`src/rtl/alu_mc.sv`:
```
// alu_mc: multi-cycle MIPS EX-stage ALU with registered outputs.
// Single-cycle ops (ADD/SUB/OR/XOR/NOR/AND/SLL/SLT, illegal) complete at the
// accepting edge; MULU (shift-add) and DIVU (restoring) take WIDTH cycles.
// Ports:
//   clk, rst_n            clock, asynchronous active-low reset
//   start                 request, sampled only while busy=0
//   ALU_Control           opcode, sampled with start
//   input_A, input_B      operands, sampled with start
//   Result, Result_Hi     main result / MULU high word or DIVU remainder
//   Zero                  Result==0
//   Overflow              signed overflow for ADD/SUB
//   DivZero               DIVU with zero divisor
//   Illegal               undefined opcode
//   busy                  multi-cycle op in progress
//   done                  one-cycle pulse when outputs are updated
module alu_mc #(
    parameter int unsigned WIDTH = 16,
    parameter int unsigned CNT_W = 5
) (
    input  logic             clk,
    input  logic             rst_n,
    input  logic             start,
    input  logic [3:0]       ALU_Control,
    input  logic [WIDTH-1:0] input_A,
    input  logic [WIDTH-1:0] input_B,
    output logic [WIDTH-1:0] Result,
    output logic [WIDTH-1:0] Result_Hi,
    output logic             Zero,
    output logic             Overflow,
    output logic             DivZero,
    output logic             Illegal,
    output logic             busy,
    output logic             done
);

    localparam int unsigned SH_W = $clog2(WIDTH);

    localparam logic [1:0] S_IDLE = 2'd0;
    localparam logic [1:0] S_MUL  = 2'd1;
    localparam logic [1:0] S_DIV  = 2'd2;

    localparam logic [3:0] OP_ADD  = 4'd0;
    localparam logic [3:0] OP_SUB  = 4'd1;
    localparam logic [3:0] OP_OR   = 4'd2;
    localparam logic [3:0] OP_XOR  = 4'd3;
    localparam logic [3:0] OP_NOR  = 4'd4;
    localparam logic [3:0] OP_AND  = 4'd5;
    localparam logic [3:0] OP_SLL  = 4'd6;
    localparam logic [3:0] OP_SLT  = 4'd7;
    localparam logic [3:0] OP_MULU = 4'd8;
    localparam logic [3:0] OP_DIVU = 4'd9;

    logic [1:0]       state, state_nx;
    logic [CNT_W-1:0] cnt, cnt_nx;
    logic [WIDTH-1:0] a_q, a_nx;     // multiplicand / dividend copy
    logic [WIDTH-1:0] b_q, b_nx;     // divisor
    logic [WIDTH-1:0] hi_q, hi_nx;   // product high / partial remainder
    logic [WIDTH-1:0] lo_q, lo_nx;   // multiplier bits / quotient bits

    logic [WIDTH-1:0] res_nx, res_hi_nx;
    logic             zero_nx, ovf_nx, dz_nx, ill_nx, busy_nx, done_nx;

    // Single-cycle datapath.
    logic [WIDTH-1:0] alu_r;
    logic             alu_ov;
    logic             alu_legal;

    always_comb begin
        alu_r     = '0;
        alu_ov    = 1'b0;
        alu_legal = 1'b1;
        case (ALU_Control)
            OP_ADD: begin
                alu_r  = input_A + input_B;
                alu_ov = (input_A[WIDTH-1] == input_B[WIDTH-1]) &&
                         (alu_r[WIDTH-1] != input_A[WIDTH-1]);
            end
            OP_SUB: begin
                alu_r  = input_A - input_B;
                alu_ov = (input_A[WIDTH-1] != input_B[WIDTH-1]) &&
                         (alu_r[WIDTH-1] != input_A[WIDTH-1]);
            end
            OP_OR:   alu_r = input_A | input_B;
            OP_XOR:  alu_r = input_A ^ input_B;
            OP_NOR:  alu_r = ~(input_A | input_B);
            OP_AND:  alu_r = input_A & input_B;
            OP_SLL:  alu_r = input_A << input_B[SH_W-1:0];
            OP_SLT:  alu_r = WIDTH'($signed(input_A) < $signed(input_B));
            default: alu_legal = 1'b0;
        endcase
    end

    // One shift-add multiply step: add multiplicand on LSB, shift {hi,lo} right.
    logic [WIDTH:0]   mul_sum;
    logic [WIDTH-1:0] mul_hi, mul_lo;
    assign mul_sum = {1'b0, hi_q} + (lo_q[0] ? {1'b0, a_q} : '0);
    assign mul_hi  = mul_sum[WIDTH:1];
    assign mul_lo  = {mul_sum[0], lo_q[WIDTH-1:1]};

    // One restoring divide step: shift in next dividend bit, subtract if it fits.
    logic [WIDTH:0]   div_shift, div_sub;
    logic             div_ge;
    logic [WIDTH-1:0] div_rem, div_quo;
    assign div_shift = {hi_q, lo_q[WIDTH-1]};
    assign div_ge    = div_shift >= {1'b0, b_q};
    assign div_sub   = div_shift - {1'b0, b_q};
    assign div_rem   = div_ge ? div_sub[WIDTH-1:0] : div_shift[WIDTH-1:0];
    assign div_quo   = {lo_q[WIDTH-2:0], div_ge};

    // Next-state and next-output logic.
    always_comb begin
        state_nx  = state;
        cnt_nx    = cnt;
        a_nx      = a_q;
        b_nx      = b_q;
        hi_nx     = hi_q;
        lo_nx     = lo_q;
        res_nx    = Result;
        res_hi_nx = Result_Hi;
        zero_nx   = Zero;
        ovf_nx    = Overflow;
        dz_nx     = DivZero;
        ill_nx    = Illegal;
        done_nx   = 1'b0;

        case (state)
            S_IDLE: begin
                if (start) begin
                    if (ALU_Control == OP_MULU) begin
                        state_nx = S_MUL;
                        cnt_nx   = CNT_W'(WIDTH);
                        a_nx     = input_A;
                        hi_nx    = '0;
                        lo_nx    = input_B;
                    end else if (ALU_Control == OP_DIVU) begin
                        state_nx = S_DIV;
                        cnt_nx   = CNT_W'(WIDTH);
                        a_nx     = input_A;
                        b_nx     = input_B;
                        hi_nx    = '0;
                        lo_nx    = input_A;
                    end else begin
                        res_nx    = alu_r;
                        res_hi_nx = '0;
                        zero_nx   = (alu_r == '0);
                        ovf_nx    = alu_ov;
                        dz_nx     = 1'b0;
                        ill_nx    = ~alu_legal;
                        done_nx   = 1'b1;
                    end
                end
            end
            S_MUL: begin
                hi_nx  = mul_hi;
                lo_nx  = mul_lo;
                cnt_nx = cnt - CNT_W'(1);
                if (cnt == CNT_W'(1)) begin
                    state_nx  = S_IDLE;
                    res_nx    = mul_lo;
                    res_hi_nx = mul_hi;
                    zero_nx   = (mul_lo == '0);
                    ovf_nx    = 1'b0;
                    dz_nx     = 1'b0;
                    ill_nx    = 1'b0;
                    done_nx   = 1'b1;
                end
            end
            S_DIV: begin
                hi_nx  = div_rem;
                lo_nx  = div_quo;
                cnt_nx = cnt - CNT_W'(1);
                if (cnt == CNT_W'(1)) begin
                    state_nx = S_IDLE;
                    ovf_nx   = 1'b0;
                    ill_nx   = 1'b0;
                    done_nx  = 1'b1;
                    if (b_q == '0) begin
                        res_nx    = '1;
                        res_hi_nx = a_q;
                        zero_nx   = 1'b0;
                        dz_nx     = 1'b1;
                    end else begin
                        res_nx    = div_quo;
                        res_hi_nx = div_rem;
                        zero_nx   = (div_quo == '0);
                        dz_nx     = 1'b0;
                    end
                end
            end
            default: state_nx = S_IDLE;
        endcase

        busy_nx = (state_nx != S_IDLE);
    end

    // State and output registers.
    always_ff @(posedge clk or negedge rst_n) begin
        if (!rst_n) begin
            state     <= S_IDLE;
            cnt       <= '0;
            a_q       <= '0;
            b_q       <= '0;
            hi_q      <= '0;
            lo_q      <= '0;
            Result    <= '0;
            Result_Hi <= '0;
            Zero      <= 1'b0;
            Overflow  <= 1'b0;
            DivZero   <= 1'b0;
            Illegal   <= 1'b0;
            busy      <= 1'b0;
            done      <= 1'b0;
        end else begin
            state     <= state_nx;
            cnt       <= cnt_nx;
            a_q       <= a_nx;
            b_q       <= b_nx;
            hi_q      <= hi_nx;
            lo_q      <= lo_nx;
            Result    <= res_nx;
            Result_Hi <= res_hi_nx;
            Zero      <= zero_nx;
            Overflow  <= ovf_nx;
            DivZero   <= dz_nx;
            Illegal   <= ill_nx;
            busy      <= busy_nx;
            done      <= done_nx;
        end
    end

endmodule

```
`config.mk`:
```
export PLATFORM = sky130hd
export DESIGN_NAME = alu_mc
export DESIGN_NICKNAME = d
export VERILOG_FILES = /design/src/rtl/alu_mc.sv
export SDC_FILE = /design/constraint.sdc
export NUM_CORES = 1
export LEC_CHECK = 0
export ABC_AREA = 0
export CAP_MARGIN = 20
export CORE_ASPECT_RATIO = 1.75
export CORE_MARGIN = 3
export CORE_UTILIZATION = 50
export CTS_CLUSTER_SIZE = 24
export DETAILED_ROUTE_END_ITERATION = 7
export GPL_ROUTABILITY_DRIVEN = 0
export PLACE_DENSITY = 0.7
export SYNTH_ARGS = -nofsm -noshare
export SYNTH_HDL_FRONTEND = slang
export SYNTH_SLANG_ARGS = --single-unit
```
`constraint.sdc`:
```
create_clock -name clk -period 6.2 [get_ports clk]
set_clock_uncertainty 0.05 [all_clocks]
set_input_delay 0.62 -clock clk [delete_from_list [all_inputs] [get_ports clk]]
set_output_delay 0.62 -clock clk [all_outputs]
set_load 0.05 [all_outputs]
```
Word-level counts from Yosys, hierarchy flattened --
Index checks and enable logic that the tools add are counted.
Cells by class: add/subtract/negate cells 5, muxes and demuxes 64, shift operators 1, eq/ne operators 23, order comparisons 2, reduce and logical (&&, ||, !) cells 20, bitwise gates (word level) 6
Operator list (number):
- 16-bit two-way mux | 21
- 16-bit one-hot mux with 3 select lines | 4
- 16-bit one-hot mux with 8 select lines | 1
- 16-bit logical NOT | 4
- 16-bit subtractor | 2
- 1-bit two-way mux | 23
- 16-bit by 16-bit adder with 17-bit output | 1
- 17-bit by 16-bit greater-or-equal comparator with 1-bit output | 1
- 16-bit adder | 1
- 16-bit AND | 1
- 4-bit by 3-bit equality test with 1-bit output, second input constant | 4
- 16-bit < comparator | 1
- 16-bit inverter | 1
- 16-bit bitwise OR | 1
- 16-bit by 4-bit << shifter with 16-bit output | 1
- 16-bit bitwise XOR | 1
- 5-bit two-way mux | 3
- 2-bit != test, second input constant | 5
- 5-bit one-hot mux with 2 select lines | 1
- 3-bit AND reduction | 3
- 4-bit by 2-bit equality test with 1-bit output, second input constant | 2
- 4-bit equality test, second input constant | 2
- 2-bit two-way mux | 4
- 1-bit one-hot mux with 2 select lines | 4
- 22 further kinds | 29
Word-level totals: register bits after elaboration 109, bits of input ports 39, output and inout port bits 38, logic and storage cells 135

Logic depth before layout (Yosys ltp) --
word-level depth 8, mapped depth 14, mapped depth without buffers 13

Least setup slack after synthesis --
OpenSTA, ideal clock, no wires.
path kind input to register, start input input_B[1], end register Result[12], buffers on the path 1, slack 2.814 ns, arrival time 3.205 ns, cell stages on the path 12, cell sequence inv_2 buf_1 fa_1 nand2b_1 a2111oi_1 nor3_2 nor2_2 a311o_1 o211ai_1 a2111oi_4 o2bb2ai_1 o21ai_1
On the way: longest elaborated chain between the ends 6
Ends and longest elaborated chain:
- start: declaration | line 25 | input logic [WIDTH-1:0] input_B,
- 16-bit subtractor (tied with other cells) | line 79 | alu_r = input_A - input_B;
- 16-bit one-hot mux with 8 select lines (*) | line 72 | case (ALU_Control)
- 16-bit two-way mux (*) | line 135 | end else if (ALU_Control == OP_DIVU) begin
- 16-bit two-way mux (*) | line 129 | if (ALU_Control == OP_MULU) begin
- 16-bit two-way mux (*) | line 128 | if (start) begin
- 16-bit one-hot mux with 3 select lines (*) | line 126 | case (state)
- end signal: assignment | line 220 | Result <= res_nx;
- end: declaration | line 26 | output logic [WIDTH-1:0] Result,
Mark *: on every way between the ends. The rest lies on a longest branch, timed or not. The select of a mux whose other input is x is not followed. A chain may end at the register's enable or synchronous reset.

Worst setup path in the final report --
start input input_B[2], end register Zero
On the way: longest elaborated chain between the ends 8
Ends and longest elaborated chain:
- branches (longest 2 deep; another with 16-bit subtractor)
- 16-bit one-hot mux with 8 select lines (*) | line 72
- 16-bit logical NOT (*) | line 145 | zero_nx = (alu_r == '0);
- 1-bit two-way mux (*) | line 135
- 1-bit two-way mux (*) | line 129
- 1-bit two-way mux (*) | line 128
- 1-bit one-hot mux with 3 select lines (*) | line 126
- end signal: assignment | line 222 | Zero <= zero_nx;
- end: declaration | line 28 | output logic Zero,
Every way passes the cells marked *. The select of a mux whose other input is x is not followed.

==> metrics.cfg <==
[status]
status=finished clean

[finish]
nFillCells=1959
drive_gt1_share_pct=5.431
nets=1516
num_antenna_cells=0
syn2layout_area_growth_pct=11.33
utilization_pct=56.69

[worst_setup_path]
cpMaxStageDelayCell=a211oi_1
crit_fanout=15
critPathRequiredTime_ps=6440
worstSetupPathType=primary input to flip-flop
end_kind=flip-flop
arrival_ps=4660
path_common_cell=o21ai_1
cp_slowest_stage_delay_ps=680
crit_path_cell_trace=clkdlybuf4s50_1, buf_4, inv_1, ha_1, o21ai_1, o21ai_1, a211oi_1, o31ai_1, a21oi_1, mux2i_1, a2111oi_0, nand2_1, o21ai_1
start_kind=primary input

[clocking]
cts.sinks=109
cts_buffers=9
clockRootBuffer=clkbuf_16
cts_tree=yes
ctsHoldBuffers=0
insertion_delay_ps=350
post_cts_buffers=0
clk_pin_slew_ps=80
postCtsResizedCells=0
clk_path_buf_depth=2
htree_levels=3

[power]
power_density_nw_per_um2=380.7
power_uw=4518
power.leakage_uw=0.005213
max-vdd-ir-drop_uv=307.7

[placement]
io_buffers=76
dp.final_hpwl_mm=29.91

[synthesis]
syn-num-nets=1488
synthArstFlopShare_pct=100.0
netlist_area_um2=10660
yosysWarnings=0
synth_cell_types=90
synth.top_cell.area_share_pct=25.59
yosysSeqAreaShare_pct=25.59
synth_top_cell_by_area=dfrtp_1
synth_seq_cells=109
syn_area_per_cell_um2=7.901
synthCells=1349
synth_edf_count=0
synth_top_flop_cell=dfrtp_1
ys_top_cells_by_area=dfrtp_1, ha_1, o21ai_0, nand2_1, a21oi_1

[sta]
period_share_pct=71.37
hold_viol=0
worstMarginPinSlew_ps=1132
slew_headroom_pct=24.32
rsz0062_at_grt=no
fmax_mhz=226.0
tns_ps=0
slew_viol_final=0
finalSetupViolations=0
fin_crit_ps=4425

[routing]
via_per_inst=6.650
wl_per_cell_um=23.82
drc=0
drt_wl_total_mm=38.89
firstDrtPassIters=7
final_antenna_net_count=0
vias=10860
initialDrtViolationCount=1141

[floorplan]
ios=77
num_rows=70
die_h_um=199.2
initial_core_util_pct=50.92
dieWidth_um=116.4
core_area_um2=20930
die_area_um2=23180

[grt]
grt_max_degree=65
antenna_found_initial=0
grt_use_total_pct=33.63
grt_pass1_wl_mm=59.36
grt_overflow=0
grt_pass1_vias=10590

[flow_run]
drv_cap=0

[hold_path]
min_path_type=primary input to async pin

report_power, final:
part	leakage, uW	switching (uW)	internal [uW]
Combinational	0.00367	1830	968
Clock	0.000127	270	270
Sequential	0.00142	229	954
cells in the mapped netlist (8+ instances only):
cell type  instances
nand3_1           14
nor4_1            15
o21ai_0          115
xor2_1             8
a2111oi_0          8
nor2_1           109
buf_2             11
o211ai_1           9
a21oi_1           84
a21o_1            13
mux2i_1           36
o31ai_1           15
o21a_1            11
nand2b_1          19
dfrtp_1          109
nand4_1           14
nor2b_1           18
ha_1              96
and2_1            19
a31oi_1            9
nand2_1          152
o22ai_1           13
o21ai_1           29
a22oi_1            8
a211oi_1          15
xnor2_1           25
a221o_1           17
inv_1             85
nor3_1            36
clkbuf_1          66
critical path, delay by kind of cell:
kind,cells,cell delay [ps]
and+or+nand+nor,1,150
muxes,1,120
adders and majority gates,1,480
AOI/OAI and AO/OA,7,2370
buffers and inverters,3,900
routing by layer:
layer | part of all wire, % | routed length [um] | global-route usage, %
met1 | 34 | 13260 | 36.84
met2 | 48 | 18770 | 56.96
met3 | 7.1 | 2758 | 3.758
met4 | 11 | 4103 | 28.04
met5 | 0 | 0 | 0
per-stage QoR:
stage | cell area (um2) | setup WS (ps) | hold slack (ps) | instances
after floorplan | 10660 | 2814 | 274.4 | 1349
after global placement | 11600 | 1634 | 413.6 | 1618
after detailed placement | 11600 | 1628 | 418.2 | 1618
after CTS | 11870 | 1982 | 247.9 | 1633
after global routing | 11870 | 1616 | 273.2 | 1633
final | 11870 | 1775 | 223.2 | 1633
layout by cell type, fill, tap and decap left out, drive strengths merged, types with 14 or more instances in the layout:
cell type,netlist,routed
nand2,152,152
nor2b,18,18
xnor2,25,25
dfrtp,109,109
o31ai,15,15
clkdlybuf4s50,0,74
nor3,37,37
nand2b,19,19
ha,96,96
a211oi,17,17
inv,89,90
mux2,14,14
mux2i,36,36
o21ai,144,144
nor2,110,110
and2,19,19
nand4,14,14
nor4,16,16
nand3,14,14
a221o,17,17
buf,15,24
a21oi,84,84
layout make-up:
type | instances | area, um2 | area share (%)
timing repair buffer | 98 | 918.4 | 7.739
multi-input combinational | 1069 | 7303 | 61.55
clock inverter | 6 | 38.79 | 0.3269
inverter | 90 | 337.8 | 2.847
tap | 252 | 315.3 | 2.657
sequential | 109 | 2728 | 22.99
clock buffer | 9 | 225.2 | 1.898
flip-flops by register name, summed over array words and instances, names as in the netlist:
name,cells
cnt,5
busy,1
DivZero,1
state,2
Overflow,1
b_q,16
Zero,1
a_q,16
done,1
lo_q,16
Result,16
hi_q,16
Result_Hi,16
Illegal,1
worst paths after layout:
kind,from,endpoint,slack [ps],cells after the start
hold reg to reg,Result[10],Result[10],430,2
setup / recovery,input_B[2],Zero,1780,13
setup reg to reg,lo_q[0],hi_q[14],2400,11
min in group clk,Result[10],Result[10],430,2
hold / removal,rst_n,Result_Hi[13],220,1
max in group asynchronous,rst_n,Result[14],4610,2
cells by family after synthesis:
kind of cell,synth area share (%)
muxes,6.163
adders and majority gates,12.02
xor gates and xnor gates,2.712
DFF,25.59
and+or+nand+nor,19.44
AOI/OAI and AO/OA,27.75
buffers and inverters,6.327
(Power assumes the default switching activity.)
